<file path="config.mk">
export PLATFORM = sky130hd
export DESIGN_NAME = load_station
export DESIGN_NICKNAME = d
export VERILOG_FILES = /design/src/rtl/load_station.sv
export SDC_FILE = /design/constraint.sdc
export NUM_CORES = 1
export LEC_CHECK = 0
export ABC_AREA = 1
export CAP_MARGIN = 15
export CORE_UTILIZATION = 35
export CTS_CLUSTER_DIAMETER = 30
export CTS_CLUSTER_SIZE = 25
export DETAILED_ROUTE_END_ITERATION = 6
export PLACE_DENSITY = 0.54
export SLEW_MARGIN = 20
export SYNTH_ARGS = -nofsm -noshare
export SYNTH_HDL_FRONTEND = slang
export SYNTH_SLANG_ARGS = --single-unit
export TNS_END_PERCENT = 50
</file>
<file path="constraint.sdc">
create_clock -name clk -period 4.2 [get_ports clk]
set_input_delay 1.26 -clock clk [delete_from_list [all_inputs] [get_ports clk]]
set_output_delay 1.26 -clock clk [all_outputs]
set_load 0.05 [all_outputs]
</file>
<file path="src/rtl/load_station.sv">
// Load reservation station: buffers load operations until their base operand
// is available (directly or from the broadcast bus), then issues them in index order.
module load_station #(
  parameter int unsigned DEPTH      = 3,
  parameter logic [4:0]  LABEL_BASE = 5'd13
) (
  input  logic        clk,
  input  logic        rst_n,
  input  logic        EXEable,
  input  logic        WEN,
  input  logic [4:0]  opCode,
  input  logic [4:0]  func,
  input  logic [31:0] dataIn1,
  input  logic [4:0]  label1,
  input  logic [31:0] Imm,
  input  logic        BCEN,
  input  logic [4:0]  BClabel,
  input  logic [31:0] BCdata,
  output logic [4:0]  opOut,
  output logic [31:0] dataOut1,
  output logic [31:0] dataOut2,
  output logic        isFull,
  output logic        OutEn,
  output logic [4:0]  labelOut
);

  localparam int unsigned IW = (DEPTH > 1) ? $clog2(DEPTH) : 1;

  logic [DEPTH-1:0] busy;
  logic [4:0]       op_q  [DEPTH];
  logic [4:0]       fn_q  [DEPTH];
  logic [31:0]      val_q [DEPTH];
  logic [4:0]       tag_q [DEPTH];
  logic [31:0]      imm_q [DEPTH];

  logic [IW-1:0]    isel, wsel;
  logic             ifound, wfound;
  logic             wake_in;
  logic             unused_fn;

  // Lowest-index ready entry for issue, lowest-index free entry for write.
  always_comb begin
    isel      = '0;
    ifound    = 1'b0;
    wsel      = '0;
    wfound    = 1'b0;
    unused_fn = 1'b0;
    for (int unsigned i = 0; i < DEPTH; i++) begin
      if (busy[i] && (tag_q[i] == 5'd0) && !ifound) begin
        isel   = IW'(i);
        ifound = 1'b1;
      end
      if (!busy[i] && !wfound) begin
        wsel   = IW'(i);
        wfound = 1'b1;
      end
      unused_fn = unused_fn ^ (^fn_q[i]);
    end
  end

  assign isFull  = &busy;
  assign wake_in = (label1 != 5'd0) && BCEN && (BClabel == label1);

  always_ff @(posedge clk) begin
    if (!rst_n) begin
      busy     <= '0;
      opOut    <= '0;
      dataOut1 <= '0;
      dataOut2 <= '0;
      labelOut <= '0;
      OutEn    <= 1'b0;
      for (int unsigned i = 0; i < DEPTH; i++) begin
        op_q[i]  <= '0;
        fn_q[i]  <= '0;
        val_q[i] <= '0;
        tag_q[i] <= '0;
        imm_q[i] <= '0;
      end
    end else begin
      if (EXEable && ifound) begin
        opOut      <= op_q[isel];
        dataOut1   <= val_q[isel];
        dataOut2   <= imm_q[isel];
        labelOut   <= LABEL_BASE + 5'(isel);
        OutEn      <= 1'b1;
        busy[isel] <= 1'b0;
      end else begin
        OutEn <= 1'b0;
      end

      // Tag 0 means ready, so a zero BClabel can never wake anything.
      for (int unsigned i = 0; i < DEPTH; i++) begin
        if (BCEN && busy[i] && (tag_q[i] != 5'd0) && (tag_q[i] == BClabel)) begin
          val_q[i] <= BCdata;
          tag_q[i] <= 5'd0;
        end
      end

      // Write target is non-busy pre-edge, so it never collides with snoop or issue.
      if (WEN && !isFull) begin
        busy[wsel]  <= 1'b1;
        op_q[wsel]  <= opCode;
        fn_q[wsel]  <= func;
        imm_q[wsel] <= Imm;
        if (label1 == 5'd0) begin
          val_q[wsel] <= dataIn1;
          tag_q[wsel] <= 5'd0;
        end else if (wake_in) begin
          val_q[wsel] <= BCdata;
          tag_q[wsel] <= 5'd0;
        end else begin
          val_q[wsel] <= dataIn1;
          tag_q[wsel] <= label1;
        end
      end
    end
  end

endmodule

</file>
=== After elaboration in Yosys (flattened, before gate mapping) ===
Memory sizes are Yosys's and may differ from the RTL's. A register that Yosys moved wholly into a read port is not among the register bits.
Cells that the tools add are included.

* Bits in registers: 9
* Bits in writable memories: 222
* Bits of input ports: 121
* Word-level logic and storage cells: 131
* Memories kept: 4

{| class="wikitable"
|+ Memories
! memory !! depth !! width !! rd ports !! clocked after Yosys merged registers in !! write ports !! RTL line !! source
|-
| imm_q || 3 || 32 || 1 || 1 || 3 || 34 || <nowiki>logic [31:0] imm_q [DEPTH];</nowiki>
|-
| val_q || 3 || 32 || 1 || 1 || 4 || 32 || <nowiki>logic [31:0] val_q [DEPTH];</nowiki>
|-
| op_q || 3 || 5 || 1 || 1 || 3 || 30 || <nowiki>logic [4:0] op_q [DEPTH];</nowiki>
|-
| tag_q || 3 || 5 || 3 || 0 || 4 || 33 || <nowiki>logic [4:0] tag_q [DEPTH];</nowiki>
|}

* Add/subtract/negate cells: 1
* Magnitude comparators: 4
* Equal/unequal tests: 4
* Mux-type cells: 60
* Bitwise gates (word level): 13
* Reduce and logical (&&, ||, !) cells: 42

{| class="wikitable"
|+ Operators with widths
! cell !! count
|-
| two-way mux 32 bit || 6
|-
| two-way mux 1 bit || 39
|-
| OR reduction 32 bit || 1
|-
| two-way mux 5 bit || 6
|-
| logical AND 1 bit || 22
|-
| == test 5 bit || 4
|-
| zero test 5 bit || 4
|-
| nonzero test 5 bit || 4
|-
| bitwise OR 1 bit || 10
|-
| zero test 1 bit || 9
|-
| two-way mux 3 bit || 3
|-
| two-way mux 2 bit || 4
|-
| less-than comparator 2 x 3 -> 1 bit (second input constant) || 2
|-
| adder 4 x 2 -> 5 bit (first input constant) || 1
|-
| OR reduction 5 bit || 1
|-
| demux 1 bit (select 2 bit) || 2
|-
| >= comparator 2 x 1 -> 1 bit (second input constant) || 2
|-
| bitwise AND 3 bit || 1
|-
| inverter 3 bit || 1
|-
| bitwise OR 3 bit || 1
|-
| AND reduction 3 bit || 1
|}

=== Depth between registers and ports, before layout ===
Gate-level depths: netlist of run 1.
An unclocked memory read counts as a cell.

* Depth after elaboration: 20
* Depth in mapped cells: 12

=== Worst setup path before layout of run 1 ===
Ideal clock, no wire load.

* Path kind: input to register
* Start: input port WEN
* End: memory tag_q[0][0] (enable)
* Setup time: 0.606 ns
* Data arrival time: 2.825 ns
* Required time: 3.594 ns
* Path slack: 0.768 ns
* Stages: 8
* Buffers on the path: 2
* Cells stage by stage: nand2_1 inv_2 nand2_4 nor3_4 inv_2 buf_2 buf_2 nand3_1

{| class="wikitable"
|+ RTL lines
! what !! RTL line !! source
|-
| from (decl) || 10 || <nowiki>input logic WEN,</nowiki>
|-
| to (decl) || 33 ||
|}

=== Final worst setup path of run 1 ===
* Start: register busy[2]
* End: output port isFull

* Longest elaborated chain between the ends: 1

{| class="wikitable"
|+ Ends and longest elaborated chain
! what !! RTL line !! source
|-
| from (decl) || 29 || <nowiki>logic [DEPTH-1:0] busy;</nowiki>
|-
| from (signal assigned) || 66 || <nowiki>busy <= '0;</nowiki>
|-
| from (signal, indexed assignment) || 86 || <nowiki>busy[isel] <= 1'b0;</nowiki>
|-
| from (signal, indexed assignment) || 101 || <nowiki>busy[wsel] <= 1'b1;</nowiki>
|-
| AND reduction 3 bit || 61 || <nowiki>assign isFull = &busy;</nowiki>
|-
| to (decl) || 22 || <nowiki>output logic isFull,</nowiki>
|}

Every way passes these cells.

==> results of run 1 <==
==> final timing paths <==
kind | slack (ns) | cells past startpoint | endpoint | start
max | 0.89 | 3 | isFull | busy[2]$_SDFF_PN0_
min | 0.42 | 2 | labelOut[4]$_SDFFE_PN0N_ | labelOut[4]$_SDFFE_PN0N_
max reg2reg | 1.38 | 9 | dataOut1[16]$_SDFFE_PN0N_ | tag_q[2][2]$_SDFFCE_PN0P_
min reg2reg | 0.42 | 2 | labelOut[4]$_SDFFE_PN0N_ | labelOut[4]$_SDFFE_PN0N_
==> cell usage after synthesis <==
library cell / n / share of area (%)
nand2_2: 22 / 0.87
nand4_1: 26 / 1.0
nand4_2: 1 / 0.079
o21ai_1: 1 / 0.031
nor2_2: 1 / 0.039
dfxtp_1: 77 / 9.7
nand2_4: 10 / 0.71
nand3_4: 1 / 0.11
clkbuf_1: 37 / 0.87
buf_4: 11 / 0.52
nor3_1: 1 / 0.031
nand2_1: 357 / 8.4
o211ai_1: 1 / 0.047
nor2_4: 3 / 0.21
nand3_1: 299 / 9.4
buf_2: 52 / 1.6
buf_1: 5 / 0.12
buf_6: 14 / 0.99
nor2_1: 272 / 6.4
nand3b_1: 59 / 2.8
inv_1: 346 / 8.2
inv_2: 12 / 0.28
nor3_4: 2 / 0.20
o21ai_0: 3 / 0.095
xnor2_1: 2 / 0.11
nand3_2: 2 / 0.13
nand4_4: 20 / 2.7
edfxtp_1: 222 / 42
a21oi_1: 71 / 2.2
==> registers in the layout (all words and copies together), names as in the netlist <==
name / flops
busy: 3
dataOut2: 32
val_q: 96
opOut: 5
dataOut1: 32
labelOut: 4
op_q: 15
tag_q: 15
imm_q: 96
OutEn: 1
==> worst max-delay path, cell delays in order, from the launching register on <==
cell and delay (ns):
dfxtp_1 0.46, nand3_1 0.16, inv_1 0.08, clkdlybuf4s50_1 0.79
==> per-layer routing <==
metal | GRT usage (%) | vias up | share of wire, %
li1 | - | 6545 | -
met1 | 25.2 | 6129 | 42
met2 | 34.0 | 467 | 48
met3 | 4.32 | 95 | 7.4
met4 | 8.63 | 6 | 2.3
met5 | 0 | - | 0.082
==> through the flow <==
step                      area [um2]  cells  hold slack, ns  total power, uW
after detailed placement       18300   2632           0.423             4450
final                          20700   2768           0.425             9880
after global routing           20700   2766           0.463            10200
after global placement         18300   2632           0.422             4440
after CTS                      20700   2766           0.429             9970
after floorplan                15900   1930           0.523             4060
==> kinds of logic after synthesis <==
group                     share of synthesized area (%)
DFF                                                51.7
and+or+nand+nor                                    33.2
buffers and inverters                              12.6
AOI/OAI and AO/OA                                  2.41
xor gates and xnor gates                          0.110
==> report_power, final <==
| group | switching, uW | internal (uW) | total (uW) |
|---|---|---|---|
| logic | 633 | 326 | 960 |
| registers | 60.2 | 3380 | 3440 |
| clock network | 1690 | 3790 | 5480 |
==> final cells by class <==
type	instances	share of cell area (%)
Clock buffer	101	9.80
Sequential cell	299	39.6
Timing Repair Buffer	229	11.0
Clock inverter	33	1.89
Tap cell	592	3.57
Antenna cell	2	0.0241
Multi-Input combinational cell	1154	27.6
Inverter	358	6.51
==> run_results.csv, run 1 <==
group,metric,value,unit
status,status,"finished clean",
global_route,grt_use_total,20.3,%
power_and_ir_drop,powerDensity,476,mW/mm2
synthesis,postSynthCellCount,1930,
placed_design,port_buffers,191,
critical_path,crit_arrival,2.05,ns
detailed_routing,drtAntennaViolNets,0,
clocking,ctsLongestPathBuffers,3,
global_route,grt_pass1_vias,13200,
finish,final_common_cell,"nand2_1",
power_and_ir_drop,peakVddDrop,0.290,mV
timing,rsz0062_at_grt,"false",
clocking,cts_made_buffers,72,
finish,final_nets,2235,
floorplanning,dieArea,0.0462,mm2
timing,fin_crit_sh,78.8,%
clocking,path_clk_slew,0.04,ns
clocking,clk_latency,0.58,ns
synthesis,syn-cell-area,0.0159,mm2
floorplanning,die_x,215,um
placed_design,hpwl,27.9,mm
finish,syn2layout_area_growth,30.6,%
global_route,grt_start_max_net_pins,80,
timing,setup_viol,0,
clocking,ctsResizeCount,0,
detailed_routing,drt_pass1_iterations,6,
timing,fmax,0.302,GHz
global_route,grt_pass1_wl,72.3,mm
floorplanning,start_util,35.7,%
finish,multi_input_area,0.00572,mm2
critical_path,path_max_fanout,5,
detailed_routing,first_iter_violations,1125,
critical_path,cp-end-kind,"output pin",
timing,fin_worst_skew,0.0301,ns
synthesis,synth.net_count,2051,
worst_hold_path,hold_path.class,"reg2reg",
clocking,cts_hold_buf,0,
timing,drv_slew,0,
clocking,cts_max_level,3,
synthesis,synthDistinctLibCells,29,
finish,num-fill-cells,4295,
timing,setup_ws,0.889,ns
synthesis,ys_warn_count,0,
timing,timing.setup.tns,0,ns
finish,layout_common_cells,"nand2_1 (353), inv_1 (346), nand3_1 (296)",
timing,relSlewSlack,30.1,%
global_route,grt_antenna_before_repair,5,
detailed_routing,drcViolationCount,0,
floorplanning,fp-row-count,77,
synthesis,ys_seq_elements,299,
finish,seq_area,0.00821,mm2
clocking,root_buffer,"clkbuf_16",
detailed_routing,vias,13200,
critical_path,startpoint_type,"register",
placed_design,place_ws,0.566,ns
global_route,grt_overflow_total,0,
power_and_ir_drop,p_leak,0.00950,uW
detailed_routing,wl,46.6,mm
floorplanning,core_area,0.0445,mm2
timing,hold_viol,0,
detailed_routing,vias_per_cell,4.78,
critical_path,required,2.94,ns
timing,fin_crit,3.31,ns
timing,worst_pin_slew,1.05,ns
clocking,post_cts_buffers,0,
placed_design,gp_congestion,0.837,
synthesis,synth_area_per_cell,8.23,um2
finish,drive_gt1_share,10.9,%
clocking,clock_sinks,299,
synthesis,yosysSeqAreaShare,51.7,%
job,maxCapViolations,0,
critical_path,crit_type,"reg2out",
detailed_routing,wl_per_cell,16.8,um
finish,final_core_util,46.6,%
floorplanning,ios,197,
floorplanning,die_y,215,um
clocking,cts_tree,"done",
Power figures use the tool's default switching activity.
==> run 2, diff against run 1 <==
PLACE_DENSITY = 0.56   (was 0.54)
clock period = 2.8 ns   (was 4.2 ns; I/O delays follow)
==> run 2 against run 1 <==
  * Largest cell class unchanged
  * Sequential share of layout area fell by 1.4 points
  * Critical path depth fell by 2
  * Via count rose by 2.3%
  * Design area rose by 3.7%
  * Hold slack improved by 0.0057 ns
  * Sequential power rose by 50%
  * Critical path type unchanged
  * Flip-flop and latch count did not move
==> run_results.csv, run 2 (synthesis results as in run 1) <==
group,metric,value,unit
status,status,"finished clean",
timing,fin_worst_skew,0.0201,ns
power_and_ir_drop,peakVddDrop,0.438,mV
power_and_ir_drop,power,15700,uW
critical_path,crit_chain,"clkdlybuf4s50_1",
detailed_routing,wl_met1,20.4,mm
detailed_routing,wl_per_cell,16.9,um
timing,rsz0062_at_grt,"false",
timing,whs,0.430,ns
power_and_ir_drop,powerDensity,729,mW/mm2
floorplanning,die_y,215,um
critical_path,reg2reg_depth,7,
critical_path,crit_type,"reg2out",
critical_path,cpPeakStageDelay,0.85,ns
finish,final_core_util,48.3,%
critical_path,required,1.96,ns
finish,final_nets,2272,
placed_design,place_inst,2662,
finish,top_regs,"imm_q: 96 flops, val_q: 96 flops",
floorplanning,ios,197,
detailed_routing,vias,13500,
placed_design,gp_congestion,0.846,
detailed_routing,dr.max_layer_used,"met5",
detailed_routing,drtAntennaViolNets,0,
floorplanning,start_util,35.7,%
floorplanning,dieArea,0.0462,mm2
finish,layout_common_cells,"nand2_1 (353), inv_1 (346), nand3_1 (296)",
placed_design,hpwl,29.5,mm
power_and_ir_drop,p_leak,0.00986,uW
clocking,root_buffer,"clkbuf_16",
critical_path,critical_path_depth,1,
timing,drv_slew,0,
clocking,clk_latency,0.60,ns
critical_path,path_max_fanout,2,
power_and_ir_drop,seqPwrFrac,32.9,%
critical_path,crit_arrival,1.87,ns
power_and_ir_drop,pwr-share-comb,9.7,%
floorplanning,fp-row-count,77,
critical_path,crit_family,"buffers and inverters",
finish,drive_gt1_share,12.3,%
floorplanning,die_x,215,um
power_and_ir_drop,clkPwrFrac,57.4,%
clocking,ctsLongestPathBuffers,3,
timing,fmax,0.369,GHz
job,maxCapViolations,0,
detailed_routing,wl_met2,22.7,mm
clocking,cts_max_level,3,
critical_path,worst-path-buf-inv,1,
detailed_routing,met3_length,3.28,mm
critical_path,cp_slowest_cell,"clkdlybuf4s50_1",
finish,stdcell_area,0.0215,mm2
clocking,post_cts_buffers,0,
timing,hold_viol,0,
timing,fin_crit,2.71,ns
finish,instances_no_fill,2809,
critical_path,cp-end-kind,"output pin",
power_and_ir_drop,power.switching,3690,uW
global_route,grt_pass1_wl,74.3,mm
finish,syn2layout_area_growth,35.4,%
critical_path,startpoint_type,"register",
global_route,grt_start_max_net_pins,93,
detailed_routing,vias_per_cell,4.82,
clocking,cts_tree,"done",
worst_hold_path,hold_path.class,"reg2reg",
timing,relSlewSlack,58.1,%
timing,setup_viol,0,
global_route,grt_overflow_total,0,
clocking,clock_sinks,299,
detailed_routing,first_iter_violations,978,
timing,worst_pin_slew,0.627,ns
timing,fin_crit_sh,96.9,%
worst_hold_path,hold_depth,2,
placed_design,place_area,0.0188,mm2
floorplanning,core_area,0.0445,mm2
global_route,grt_use_total,20.7,%
global_route,grt_pass1_vias,13500,
global_route,grt_antenna_before_repair,4,
placed_design,port_buffers,191,
detailed_routing,drcViolationCount,0,
clocking,cts_made_buffers,79,
clocking,path_clk_slew,0.04,ns
detailed_routing,wl,47.6,mm
power_and_ir_drop,p_sw_share,23.6,%
power_and_ir_drop,p_int,12000,uW
detailed_routing,drt_pass1_iterations,5,
finish,final_common_cell,"nand2_1",
## run 2: cell types whose count changed in the layout (fill, tap and decap cells not counted), moves of 4 or more
cell        delta
buf_12        +22
clkbuf_16     +13
buf_4          +9
clkinvlp_4     +6
clkinv_1       +5
inv_6          -5
clkinv_2       -4
## run 2: power by group through the flow
stage | registers (uW) | clock network, uW | logic, uW
finish | 5160 | 8990 | 1520
global route | 5180 | 9360 | 1650
CTS | 5160 | 9100 | 1530
detailed placement | 5230 | 0 | 1520
global placement | 5220 | 0 | 1510
floorplan | 5370 | 0 | 718
## run 2: what timing repair did
item                                    CTS  global route
resized for setup                         1             0
hold buffers                              0             0
endpoints found under the setup margin    1             0
## run 2: path summary, 6_finish.rpt
path	startpoint	endpoint	slack, ns
max	dataOut1[12]$_SDFFE_PN0N_	dataOut1[12]	0.09
min	labelOut[4]$_SDFFE_PN0N_	labelOut[4]$_SDFFE_PN0N_	0.43
max reg2reg	tag_q[0][0]$_SDFFCE_PN0P_	dataOut1[3]$_SDFFE_PN0N_	0.48
min reg2reg	labelOut[4]$_SDFFE_PN0N_	labelOut[4]$_SDFFE_PN0N_	0.43
## run 2: per-stage QoR
step | setup slack, ns | setup TNS, ns
after CTS | 0.0328 | 0
after detailed placement | -0.0327 | -0.152
after floorplan | -0.0398 | -2.66
after global routing | 0.0321 | 0
after global placement | 0.0118 | 0
final | 0.0867 | 0
## run 2: cell type report
type | instances | area (um2)
diodes | 1 | 2.50
clock buffers | 113 | 2330
clock inverters | 33 | 363
fillers | 4282 | 23000
inverters | 358 | 1350
multi-input cells | 1154 | 5720
flip-flops and latches | 299 | 8210
well taps | 592 | 741
repair buffers | 259 | 2780
## run 2: layer usage
layer	track usage, %	vias to the layer above
met5	0	-
met4	7.87	8
met3	4.78	98
met2	34.9	460
met1	25.7	6357
li1	-	6618
